--- src/rtl/vga_timing_gen_if.sv ---
// Timing generator <-> raster consumer bundle: run control in, pixel strobe/sync/coords out.
// Master is the generator; slave is the consumer that drives run.
interface vga_timing_gen_if #(
  parameter int CNT_W = 10,
  parameter int FRM_W = 16
);
  logic             run;
  logic             pix_en;
  logic             hs;
  logic             vs;
  logic             active_nblank;
  logic [CNT_W-1:0] draw_x;
  logic [CNT_W-1:0] draw_y;
  logic             line_start;
  logic             frame_start;
  logic             running;
  logic [FRM_W-1:0] frame_count;

  modport master (
    input  run,
    output pix_en, hs, vs, active_nblank, draw_x, draw_y,
           line_start, frame_start, running, frame_count
  );

  modport slave (
    output run,
    input  pix_en, hs, vs, active_nblank, draw_x, draw_y,
           line_start, frame_start, running, frame_count
  );
endinterface

--- src/rtl/vga_timing_gen.sv ---
// Programmable raster timing generator with a divided pixel strobe and frame-boundary run/stop.
// Outputs decode combinationally from registered state (zero latency); no backpressure, run is a level.
module vga_timing_gen #(
  parameter int H_ACTIVE = 640,
  parameter int H_FP     = 16,
  parameter int H_SYNC   = 96,
  parameter int H_BP     = 48,
  parameter int V_ACTIVE = 480,
  parameter int V_FP     = 10,
  parameter int V_SYNC   = 2,
  parameter int V_BP     = 33,
  parameter int CLK_DIV  = 4,
  parameter bit HS_POL   = 1'b0,
  parameter bit VS_POL   = 1'b0,
  parameter int CNT_W    = 10,
  parameter int FRM_W    = 16
) (
  input  logic          clk,
  input  logic          reset,
  vga_timing_gen_if.master vif
);

  localparam int H_TOTAL  = H_ACTIVE + H_FP + H_SYNC + H_BP;
  localparam int V_TOTAL  = V_ACTIVE + V_FP + V_SYNC + V_BP;
  localparam int HS_BEG   = H_ACTIVE + H_FP;
  localparam int HS_END   = H_ACTIVE + H_FP + H_SYNC;
  localparam int VS_BEG   = V_ACTIVE + V_FP;
  localparam int VS_END   = V_ACTIVE + V_FP + V_SYNC;
  localparam int DIV_W    = (CLK_DIV > 1) ? $clog2(CLK_DIV) : 1;

  localparam logic [DIV_W-1:0] DIV_LAST = DIV_W'(CLK_DIV - 1);
  localparam logic [CNT_W-1:0] H_LAST   = CNT_W'(H_TOTAL - 1);
  localparam logic [CNT_W-1:0] V_LAST   = CNT_W'(V_TOTAL - 1);

  localparam logic [1:0] ST_IDLE  = 2'd0;
  localparam logic [1:0] ST_RUN   = 2'd1;
  localparam logic [1:0] ST_DRAIN = 2'd2;

  logic [1:0]       state_q;
  logic [1:0]       state_d;
  logic [DIV_W-1:0] div_cnt;
  logic [CNT_W-1:0] x_q;
  logic [CNT_W-1:0] y_q;
  logic [FRM_W-1:0] frm_q;

  logic running;
  logic pix_en;
  logic x_last;
  logic y_last;
  logic frame_end;
  logic in_hs;
  logic in_vs;

  assign running   = (state_q != ST_IDLE);
  assign pix_en    = running && (div_cnt == DIV_LAST);
  assign x_last    = (x_q == H_LAST);
  assign y_last    = (y_q == V_LAST);
  assign frame_end = pix_en && x_last && y_last;

  assign in_hs = (int'(x_q) >= HS_BEG) && (int'(x_q) < HS_END);
  assign in_vs = (int'(y_q) >= VS_BEG) && (int'(y_q) < VS_END);

  // Stop requests only take effect on the last pixel of a frame, so a frame is never cut short.
  always_comb begin
    state_d = state_q;
    case (state_q)
      ST_IDLE: begin
        if (vif.run) state_d = ST_RUN;
      end
      ST_RUN: begin
        if (frame_end)     state_d = vif.run ? ST_RUN : ST_IDLE;
        else if (!vif.run) state_d = ST_DRAIN;
      end
      ST_DRAIN: begin
        if (frame_end)     state_d = vif.run ? ST_RUN : ST_IDLE;
        else if (vif.run)  state_d = ST_RUN;
      end
      default: state_d = ST_IDLE;
    endcase
  end

  always_ff @(posedge clk) begin
    if (reset) begin
      state_q <= ST_IDLE;
      div_cnt <= '0;
      x_q     <= '0;
      y_q     <= '0;
      frm_q   <= '0;
    end else begin
      state_q <= state_d;

      if (!running || pix_en) div_cnt <= '0;
      else                    div_cnt <= div_cnt + DIV_W'(1);

      if (pix_en) begin
        if (x_last) begin
          x_q <= '0;
          if (y_last) begin
            y_q   <= '0;
            frm_q <= frm_q + FRM_W'(1);
          end else begin
            y_q <= y_q + CNT_W'(1);
          end
        end else begin
          x_q <= x_q + CNT_W'(1);
        end
      end
    end
  end

  assign vif.pix_en        = pix_en;
  assign vif.hs            = (running && in_hs) ? HS_POL : ~HS_POL;
  assign vif.vs            = (running && in_vs) ? VS_POL : ~VS_POL;
  assign vif.active_nblank = running && (int'(x_q) < H_ACTIVE) && (int'(y_q) < V_ACTIVE);
  assign vif.draw_x        = x_q;
  assign vif.draw_y        = y_q;
  assign vif.line_start    = pix_en && (x_q == '0);
  assign vif.frame_start   = pix_en && (x_q == '0) && (y_q == '0);
  assign vif.running       = running;
  assign vif.frame_count   = frm_q;

endmodule

--- src/flat_wrapper.sv ---
// flat-port wrapper written by rule: the top's interface ports become plain ports
module vga_timing_gen_flat 
#(
  parameter int H_ACTIVE = 640,
  parameter int H_FP     = 16,
  parameter int H_SYNC   = 96,
  parameter int H_BP     = 48,
  parameter int V_ACTIVE = 480,
  parameter int V_FP     = 10,
  parameter int V_SYNC   = 2,
  parameter int V_BP     = 33,
  parameter int CLK_DIV  = 4,
  parameter bit HS_POL   = 1'b0,
  parameter bit VS_POL   = 1'b0,
  parameter int CNT_W    = 10,
  parameter int FRM_W    = 16
)
  (clk, reset, vif_run, vif_pix_en, vif_hs, vif_vs, vif_active_nblank, vif_draw_x, vif_draw_y, vif_line_start, vif_frame_start, vif_running, vif_frame_count);
  vga_timing_gen_if #(.CNT_W(CNT_W), .FRM_W(FRM_W)) vif_i ();
  input  logic clk;
  input  logic reset;
  input wire logic [$bits(vif_i.run)-1:0] vif_run;
  output wire logic [$bits(vif_i.pix_en)-1:0] vif_pix_en;
  output wire logic [$bits(vif_i.hs)-1:0] vif_hs;
  output wire logic [$bits(vif_i.vs)-1:0] vif_vs;
  output wire logic [$bits(vif_i.active_nblank)-1:0] vif_active_nblank;
  output wire logic [$bits(vif_i.draw_x)-1:0] vif_draw_x;
  output wire logic [$bits(vif_i.draw_y)-1:0] vif_draw_y;
  output wire logic [$bits(vif_i.line_start)-1:0] vif_line_start;
  output wire logic [$bits(vif_i.frame_start)-1:0] vif_frame_start;
  output wire logic [$bits(vif_i.running)-1:0] vif_running;
  output wire logic [$bits(vif_i.frame_count)-1:0] vif_frame_count;
  assign vif_i.run = vif_run;
  assign vif_pix_en = vif_i.pix_en;
  assign vif_hs = vif_i.hs;
  assign vif_vs = vif_i.vs;
  assign vif_active_nblank = vif_i.active_nblank;
  assign vif_draw_x = vif_i.draw_x;
  assign vif_draw_y = vif_i.draw_y;
  assign vif_line_start = vif_i.line_start;
  assign vif_frame_start = vif_i.frame_start;
  assign vif_running = vif_i.running;
  assign vif_frame_count = vif_i.frame_count;
  vga_timing_gen #(.H_ACTIVE(H_ACTIVE), .H_FP(H_FP), .H_SYNC(H_SYNC), .H_BP(H_BP), .V_ACTIVE(V_ACTIVE), .V_FP(V_FP), .V_SYNC(V_SYNC), .V_BP(V_BP), .CLK_DIV(CLK_DIV), .HS_POL(HS_POL), .VS_POL(VS_POL), .CNT_W(CNT_W), .FRM_W(FRM_W)) u_core (.clk(clk), .reset(reset), .vif(vif_i));
endmodule
--- config.mk ---
export PLATFORM = sky130hd
export DESIGN_NAME = vga_timing_gen_flat
export DESIGN_NICKNAME = d
export VERILOG_FILES = /design/src/rtl/vga_timing_gen_if.sv /design/src/rtl/vga_timing_gen.sv /design/src/flat_wrapper.sv
export SDC_FILE = /design/constraint.sdc
export NUM_CORES = 1
export LEC_CHECK = 0
export CORE_AREA = 2 2 81 75
export CTS_BUF_LIST = sky130_fd_sc_hd__clkbuf_8
export DETAILED_ROUTE_END_ITERATION = 6
export DIE_AREA = 0 0 83 77
export PLACE_DENSITY = 0.61
export SETUP_SLACK_MARGIN = 0.05
export SYNTH_ARGS = -nofsm -noshare
export SYNTH_HDL_FRONTEND = slang
export SYNTH_SLANG_ARGS = --single-unit
--- constraint.sdc ---
create_clock -name clk -period 6.3 [get_ports clk]
set_clock_uncertainty 0.2 [all_clocks]
set_input_delay 0.945 -clock clk [delete_from_list [all_inputs] [get_ports clk]]
set_output_delay 0.945 -clock clk [all_outputs]
set_load 0.02 [all_outputs]
Word-level counts from Yosys, hierarchy flattened

Cells that the tools add are included.

Latch bits: 0
Memory bits (read-only): 0
RAM bits: 0
Memories: 0
Register bits after elaboration: 40
Input bits: 3

Bitwise gates (word level): 0
Order comparisons: 6
Shift-type cells: 0
$add $sub $neg: 4
Mux-type cells: 10
Equal/unequal tests: 6
Reductions and logical operators: 20
$mul: 0
Divide/modulo/power cells: 0

Operators by type and width:

| cell                  | count |
|---|---|
| $add 10x1->10 const B | 2 |
| $eq 10x10->1 const B  | 2 |
| $logic_not 10->1      | 2 |
| $lt 10x10->1 const B  | 2 |
| $lt 10x9->1 const B   | 2 |
| $mux 10               | 2 |
| $add 16x1->16 const B | 1 |
| $logic_and 1x1->1     | 11 |
| $ge 10x10->1 const B  | 1 |
| $ge 10x9->1 const B   | 1 |
| $mux 2                | 4 |
| $pmux 2 s3            | 1 |
| $eq 2x2->1 const B    | 2 |
| $mux 1                | 3 |
| $ne 3x2->1 const B    | 1 |
| $reduce_and 3->1      | 1 |
| $add 2x1->2 const B   | 1 |
| $eq 2x1->1 const B    | 1 |
| $logic_not 2->1       | 1 |
| $reduce_and 2->1      | 1 |
| $reduce_bool 2->1     | 1 |
| $reduce_or 2->1       | 1 |
| $logic_not 1->1       | 1 |
| $logic_or 1x1->1      | 1 |

Depth between registers and ports, before layout

Depth in word-level cells: 6
Depth in mapped cells: 7
Mapped depth without buffers: 6

Worst setup path after synthesis

Ideal clock, no wire load.

Path type: register to output
Start: register u_core.x_q[7], in the netlist u_core.vif.draw_x[7]
End: output vif_active_nblank
Cell stages (with the launch flop): 3
Setup slack: 3.269 ns
Arrival time: 1.886 ns
Cells stage by stage: dfxtp_1 > or2_2 > a2111oi_0

Longest elaborated chain between the ends: 3

RTL lines:

| item                           | RTL line              | RTL |
|---|---|---|
| from (decl)                    | vga_timing_gen.sv:42  | `logic [CNT_W-1:0] x_q;` |
| from (signal assigned)         | vga_timing_gen.sv:105 | `x_q <= x_q + CNT_W'(1);` |
| $lt 10x10->1                   | vga_timing_gen.sv:114 | `assign vif.active_nblank = running && (int'(x_q) < H_ACTIVE) && (int'(y_q) < V_ACTIVE);` |
| $logic_and 1x1->1 (2 in a row) | vga_timing_gen.sv:114 |  |
| to (decl)                      | flat_wrapper.sv:26    | `output wire logic [$bits(vif_i.active_nblank)-1:0] vif_active_nblank;` |

Every way passes these cells.

Worst setup path after layout

Start: register u_core.x_q[5], in the netlist u_core.vif.draw_x[5]
End: output vif_frame_start

Longest elaborated chain between the ends: 3

RTL lines:

| item                           | RTL line              | RTL |
|---|---|---|
| $logic_not 10->1               | vga_timing_gen.sv:118 | `assign vif.frame_start = pix_en && (x_q == '0) && (y_q == '0);` |
| $logic_and 1x1->1 (2 in a row) | vga_timing_gen.sv:118 |  |
| to (decl)                      | flat_wrapper.sv:30    | `output wire logic [$bits(vif_i.frame_start)-1:0] vif_frame_start;` |

Every way passes these cells.

==> metrics.md <==
| Metric | Value |
|---|---|
| Switching share of power | ~22% |
| Post-CTS sizing | 0 |
| Vias in the first global route | roughly 1800 |
| P&R area growth vs syn | 26.2% |
| Final setup TNS | 0 ns |
| Worst-path clk slew | about 0.080 ns |
| Layout Cells excl Fill | around 360 |
| Synth unique cells | 45 |
| Min-Delay Path Class | flop to flop |
| Nets | between 200 and 300 |
| Setup CP Type | flop to output pin |
| DRC Markers | 0 |
| Crit start category | flop |
| Max VDD drop | a little under 90 uV |
| Worst setup path start | u_core.vif.draw_x[5] |
| DR pass1 iterations | 4 |
| Max-slew headroom | between 30% and 40% |
| Average size of a mapped cell | approximately 8.7 um2 |
| Sequential share of the synthesized area | between 30% and 40% |
| Asr flop ratio synth | 0% |
| # placed instances | approximately 350 |
| H-tree level count | 2 |
| Worst Hold Path EP | u_core.div_cnt[0] |
| DP Worst Slack | 3.19 ns |
| Ys flop type | dfxtp_1 |
| Max-Cap Viols | 0 |
| Via/cell ratio | about 5.7 |
| Post-DP Area | approximately 2600 um2 |
| Synth warnings | 0 |
| Clock Power Share | around 43% |
| Final Wtd Congestion | 0.840 |
| RSZ-0062 raised after global routing | false |
| Largest net degree at the start of global routing | 35 |
| Final Max Slew Viols | 0 |
| DR WL/cell | approximately 15 um |
| Share of the synthesized area in the top cell type | between 30% and 40% |
| Tmin final | 3.41 ns |
| Reg-to-Reg Start | u_core.vif.draw_x[0] |
| Chip width | a little over 80 um |
| Post-CTS Repair Setup Buffers | 0 |
| R2r worst-path depth | 5 |
| Status | completed |
| Hold depth | 1 |
| Tightest hold margin | 0.233 ns |
| Worst Max-Slew Pin Slew | about 1.0 ns |
| P_sw | ~0.11 mW |
| Main area contributors after synthesis | dfxtp_1, a21oi_1, or4_1, o31ai_1, xnor2_1 |
| Die Area | between 6000 and 7000 um2 |
| Most frequent cells in the layout | clkdlybuf4s50_1, dfxtp_1, a21oi_1 |
| CTS buffer count | 5 |
| Final Setup Violations | 0 |
| Setup crit end kind | output pin |
| Worst Min Path Start | u_core.div_cnt[0] |
| Combinational share of power | between 4 and 5% |
| Post-synth EDFFs | 0 |
| Tot Pwr | between 0.4 and 0.5 mW |
| First-pass GRT wire length | around 9100 um |
| R2R Setup Slk | around 3.3 ns |
| Leading area contributor after synthesis | dfxtp_1 |
| CTS tree | built |
| Final WL | between 5000 and 6000 um |
| DRT iter0 DRCs | slightly below 90 |
| Fraction of layout cells with a size suffix above 1 | around 6% |
| Sequential power share | a little over half |
| Mapped Cells | approximately 250 |
| Hpwl dp | 3750 um |
| Netlist Area Pre-Place | ~2100 um2 |
| Pleak | between 0.8 and 0.9 nW |
| CTS sink count | 40 |
| DR vias | a little over 2000 |
| Initial antenna violation count | 0 |
| Cell-internal power | 0.378 mW |
| Initial Utilization | approximately 39% |
| CTS max path bufs | 2 |
| Crit Path Max Fanout | 10 |
| FP Rows | 26 |
| Tcrit/Tclk final | a little over half |
| Req. time, crit path | ~5.2 ns |
| Mapped Nets | between 200 and 300 |
| Commonest non-fill, non-tap cell in the layout | clkdlybuf4s50_1 |
| FMAX | ~290 MHz |
| Final setup margin | approximately 2.9 ns |
| ANT nets after route | 0 |
| Fin util | around half |
| Top-Level Pins | 46 |
| Number of synthesized register bits | 40 |
| Core area | 5560 um2 |
| Post-CTS Hold Buffers | 0 |
| Pwr/cell area | roughly 180 nW/um2 |
| CTS Root Cell | clkbuf_8 |
| Critical Path AT | between 2 and 2.5 ns |
| Die height | 77 um |
| Ant diodes | 0 |
| Remaining Overflow, GRT | 0 |
| Final hold viol count | 0 |
| Reg-to-reg endpoint | u_core.vif.draw_y[4] |
| Buffers on Ports | 45 |
| Total track usage | between 15 and 20% |
| Post-route design area | about 2700 um2 |
| Worst-Skew Late Latency | between 0.2 and 0.3 ns |
==> worst max-delay path, stage by stage (launching register included) <==
cell             delay, ns
dfxtp_1               0.40
or2_2                 0.34
nor4_1                0.19
and4_1                0.24
and4_1                0.19
clkdlybuf4s50_1       0.60
==> cells in the mapped netlist, types with 2 or more instances <==
library cell,instances
a211oi_1,2
a21oi_1,23
and3_1,3
and3b_1,2
and4_1,8
buf_4,2
clkbuf_1,6
dfxtp_1,40
ha_1,6
inv_1,11
nand2_1,14
nand3_1,13
nand4_1,9
nor2_1,15
nor3_1,6
nor3b_1,2
nor4_1,8
o2111ai_1,2
o211a_1,2
o21ai_0,5
o31ai_1,14
or2_2,2
or3_1,5
or4_1,15
or4b_2,2
xnor2_1,10
xor2_1,3
==> logic make-up after synthesis <==
family / Yosys count / share of synthesized area, %
and+or+nand+nor: 110 / 31.3
AOI/OAI and AO/OA: 55 / 16.5
DFF: 40 / 37.3
buffers and inverters: 24 / 6.12
xor gates and xnor gates: 13 / 5.30
adders and majority gates: 6 / 3.50
==> per-layer routing <==
layer / share of wire [%] / up-vias / GRT usage (%)
met5: 0 / - / 0
met4: 0.85 / 0 / 4.43
li1: - / 1033 / -
met2: 45 / 34 / 26.1
met1: 51 / 963 / 24.4
met3: 2.9 / 5 / 3.44
==> worst max-delay path by stage <==
| stage | end | depth (start not counted) |
|---|---|---|
| 5_1_grt | vif_frame_start | 5 |
| 2_1_floorplan | vif_active_nblank | 2 |
| 3_5_place_dp | vif_frame_start | 5 |
| 6_report | vif_frame_start | 5 |
| 3_3_place_gp | vif_frame_start | 5 |
| 4_1_cts | vif_frame_start | 5 |
==> sequential cells by signal, summed over array words and instances, names as in the netlist <==
register and count:
u_core.div_cnt 2, u_core.vif.draw_y 10, u_core.state_q 2, u_core.vif.frame_count 16, u_core.vif.draw_x 10
==> final cells by class <==
type | instances | area (um2)
tap | 70 | 87.6
clock buffer | 5 | 68.8
sequential | 40 | 801
fill | 544 | 2850
timing repair buffer | 46 | 458
clock inverter | 3 | 38.8
multi-input combinational | 184 | 1210
inverter | 11 | 41.3
==> power by group through the flow <==
stage / combinational (mW) / sequential [mW] / clock (mW)
2_1_floorplan: 0.0157 / 0.262 / 0
3_3_place_gp: 0.0209 / 0.263 / 0
3_5_place_dp: 0.0207 / 0.263 / 0
4_1_cts: 0.0209 / 0.257 / 0.214
5_1_grt: 0.0230 / 0.258 / 0.225
6_report: 0.0209 / 0.257 / 0.209
Power figures use the tool's default switching activity.
==> patch, RTL diff (config.mk and constraints unchanged) <==
`CNT_W` is set to 10 in 3 places; all go to 8.
--- a/src/rtl/vga_timing_gen_if.sv
+++ b/src/rtl/vga_timing_gen_if.sv
@@ -2,5 +2,5 @@
 // Master is the generator; slave is the consumer that drives run.
 interface vga_timing_gen_if #(
-  parameter int CNT_W = 10,
+  parameter int CNT_W = 8,
   parameter int FRM_W = 16
 );
--- a/src/rtl/vga_timing_gen.sv
+++ b/src/rtl/vga_timing_gen.sv
@@ -13,5 +13,5 @@
   parameter bit HS_POL   = 1'b0,
   parameter bit VS_POL   = 1'b0,
-  parameter int CNT_W    = 10,
+  parameter int CNT_W    = 8,
   parameter int FRM_W    = 16
 ) (
--- a/src/flat_wrapper.sv
+++ b/src/flat_wrapper.sv
@@ -13,5 +13,5 @@
   parameter bit HS_POL   = 1'b0,
   parameter bit VS_POL   = 1'b0,
-  parameter int CNT_W    = 10,
+  parameter int CNT_W    = 8,
   parameter int FRM_W    = 16
 )
Ports: changed (resized vif_draw_x and vif_draw_y); port bits go from 46 to 42. The function was not compared with the original's and may differ.
==> patch against the original RTL <==
  * Fmax decreased by 2.2%
  * Largest cell class unchanged
  * Setup slack worse by 0.077 ns
  * Clock power shrank 6%
  * Cell count fell by 12%
  * Die area unchanged
  * Final area decreased by 13%
  * Synthesized area shrank 14%
  * Count of clock-buffer cells in the layout stayed put
  * Power decreased by 9.7%
  * Routed wire length is 20% lower
  * Non-clock buffer count shrank 6
  * First-iteration DRC count is 15% lower
  * Sequential cell count is 4 lower
==> patch: results (changes against the original RTL) <==
- NonClk Buf Share: 16.8% (was 16.9%)
- Final-layout clock-cell area share: 4.54% (was 3.97%)
- Routed wl met3: 152 µm (was 159 µm)
- Placed cell areas: 0.00226 mm² (was 0.00260 mm²)
- Synth unique cells: 40 (was 45)
- Leakage: 0.771 nW (was 0.864 nW)
- Final Instance Count excl. Fillers: 316 (was 359)
- P_clk: 197 µW (was 209 µW)
- GR Layer Usage met3: 3.55% (was 3.44%)
- Met1 Use GR: 18.8% (was 24.4%)
- Inst Count DP: 308 (was 351)
- Port Buffers: 39 (was 45)
- Seq_cells: 36 (was 40)
- Sequential share of the synthesized area: 39.2% (was 37.3%)
- Final min period: 3.49 ns (was 3.41 ns)
- Final net count: 254 (was 297)
- Seq. pwr: 230 µW (was 257 µW)
- Slowest stage delay, CP: 0.65 ns (was 0.60 ns)
- Fillers: 556 (was 544)
- Layout cell share with drive strength beyond 1: 5.28% (was 5.88%)
- Initial DRC Count: 74 (was 87)
- Drt via density: 5.23 (was 5.67)
- Met2 usage: 20.2% (was 26.1%)
- Power Internal: 349 µW (was 378 µW)
- DP Worst Slack: 3.11 ns (was 3.19 ns)
- Routed met1 length: 2.17 mm (was 2.75 mm)
- Detailed placement HPWL: 3.07 mm (was 3.75 mm)
- Non-clock buffers: 40 (was 46)
- Outcome: finished, final reports clean (unchanged)
- Multi-input gate count: 153 (was 184)
- DR WL met2: 1.96 mm (was 2.45 mm)
- WL/cell: 13.6 µm (was 15.1 µm)
- WP data arrival: 2.34 ns (was 2.27 ns)
- Syn avg cell area: 8.79 µm² (was 8.66 µm²)
- First-pass GRT wire length: 7.09 mm (was 9.13 mm)
- Final GP Congestion: 0.766 (was 0.840)
- Multi-input combinational area share: 43.1% (was 44.8%)
- Net Switching: 90.7 µW (was 108 µW)
- Max FO, Critical Path: 8 (was 10)
-- patch: worst max-delay path: cells and delay by family, from the launching register on --
kind | cells | cell delay, ns
simple gates | 3 | 0.83
buf+inv | 2 | 0.72
flops | 1 | 0.36
fa+ha+maj | 1 | 0.14
-- patch: final timing paths --
path | start | end
setup / recovery | u_core.vif.draw_y[0] | vif_frame_start
hold / removal | u_core.div_cnt[0] | u_core.div_cnt[0]
setup reg to reg | u_core.vif.draw_x[0] | u_core.vif.frame_count[15]
hold reg to reg | u_core.div_cnt[0] | u_core.div_cnt[0]
-- patch: logic make-up after synthesis --
| kind of cell | Yosys count | synth area share (%) |
|---|---|---|
| AND/OR/NAND/NOR | 89 | 29.8 |
| AO/OA/AOI/OAI | 42 | 14.4 |
| flip-flops | 36 | 39.2 |
| buffers and inverters | 21 | 5.45 |
| XOR/XNOR | 12 | 5.72 |
| adder cells (fa/ha/maj) | 6 | 4.08 |
| multiplexers | 2 | 1.16 |
| other | 1 | 0.204 |
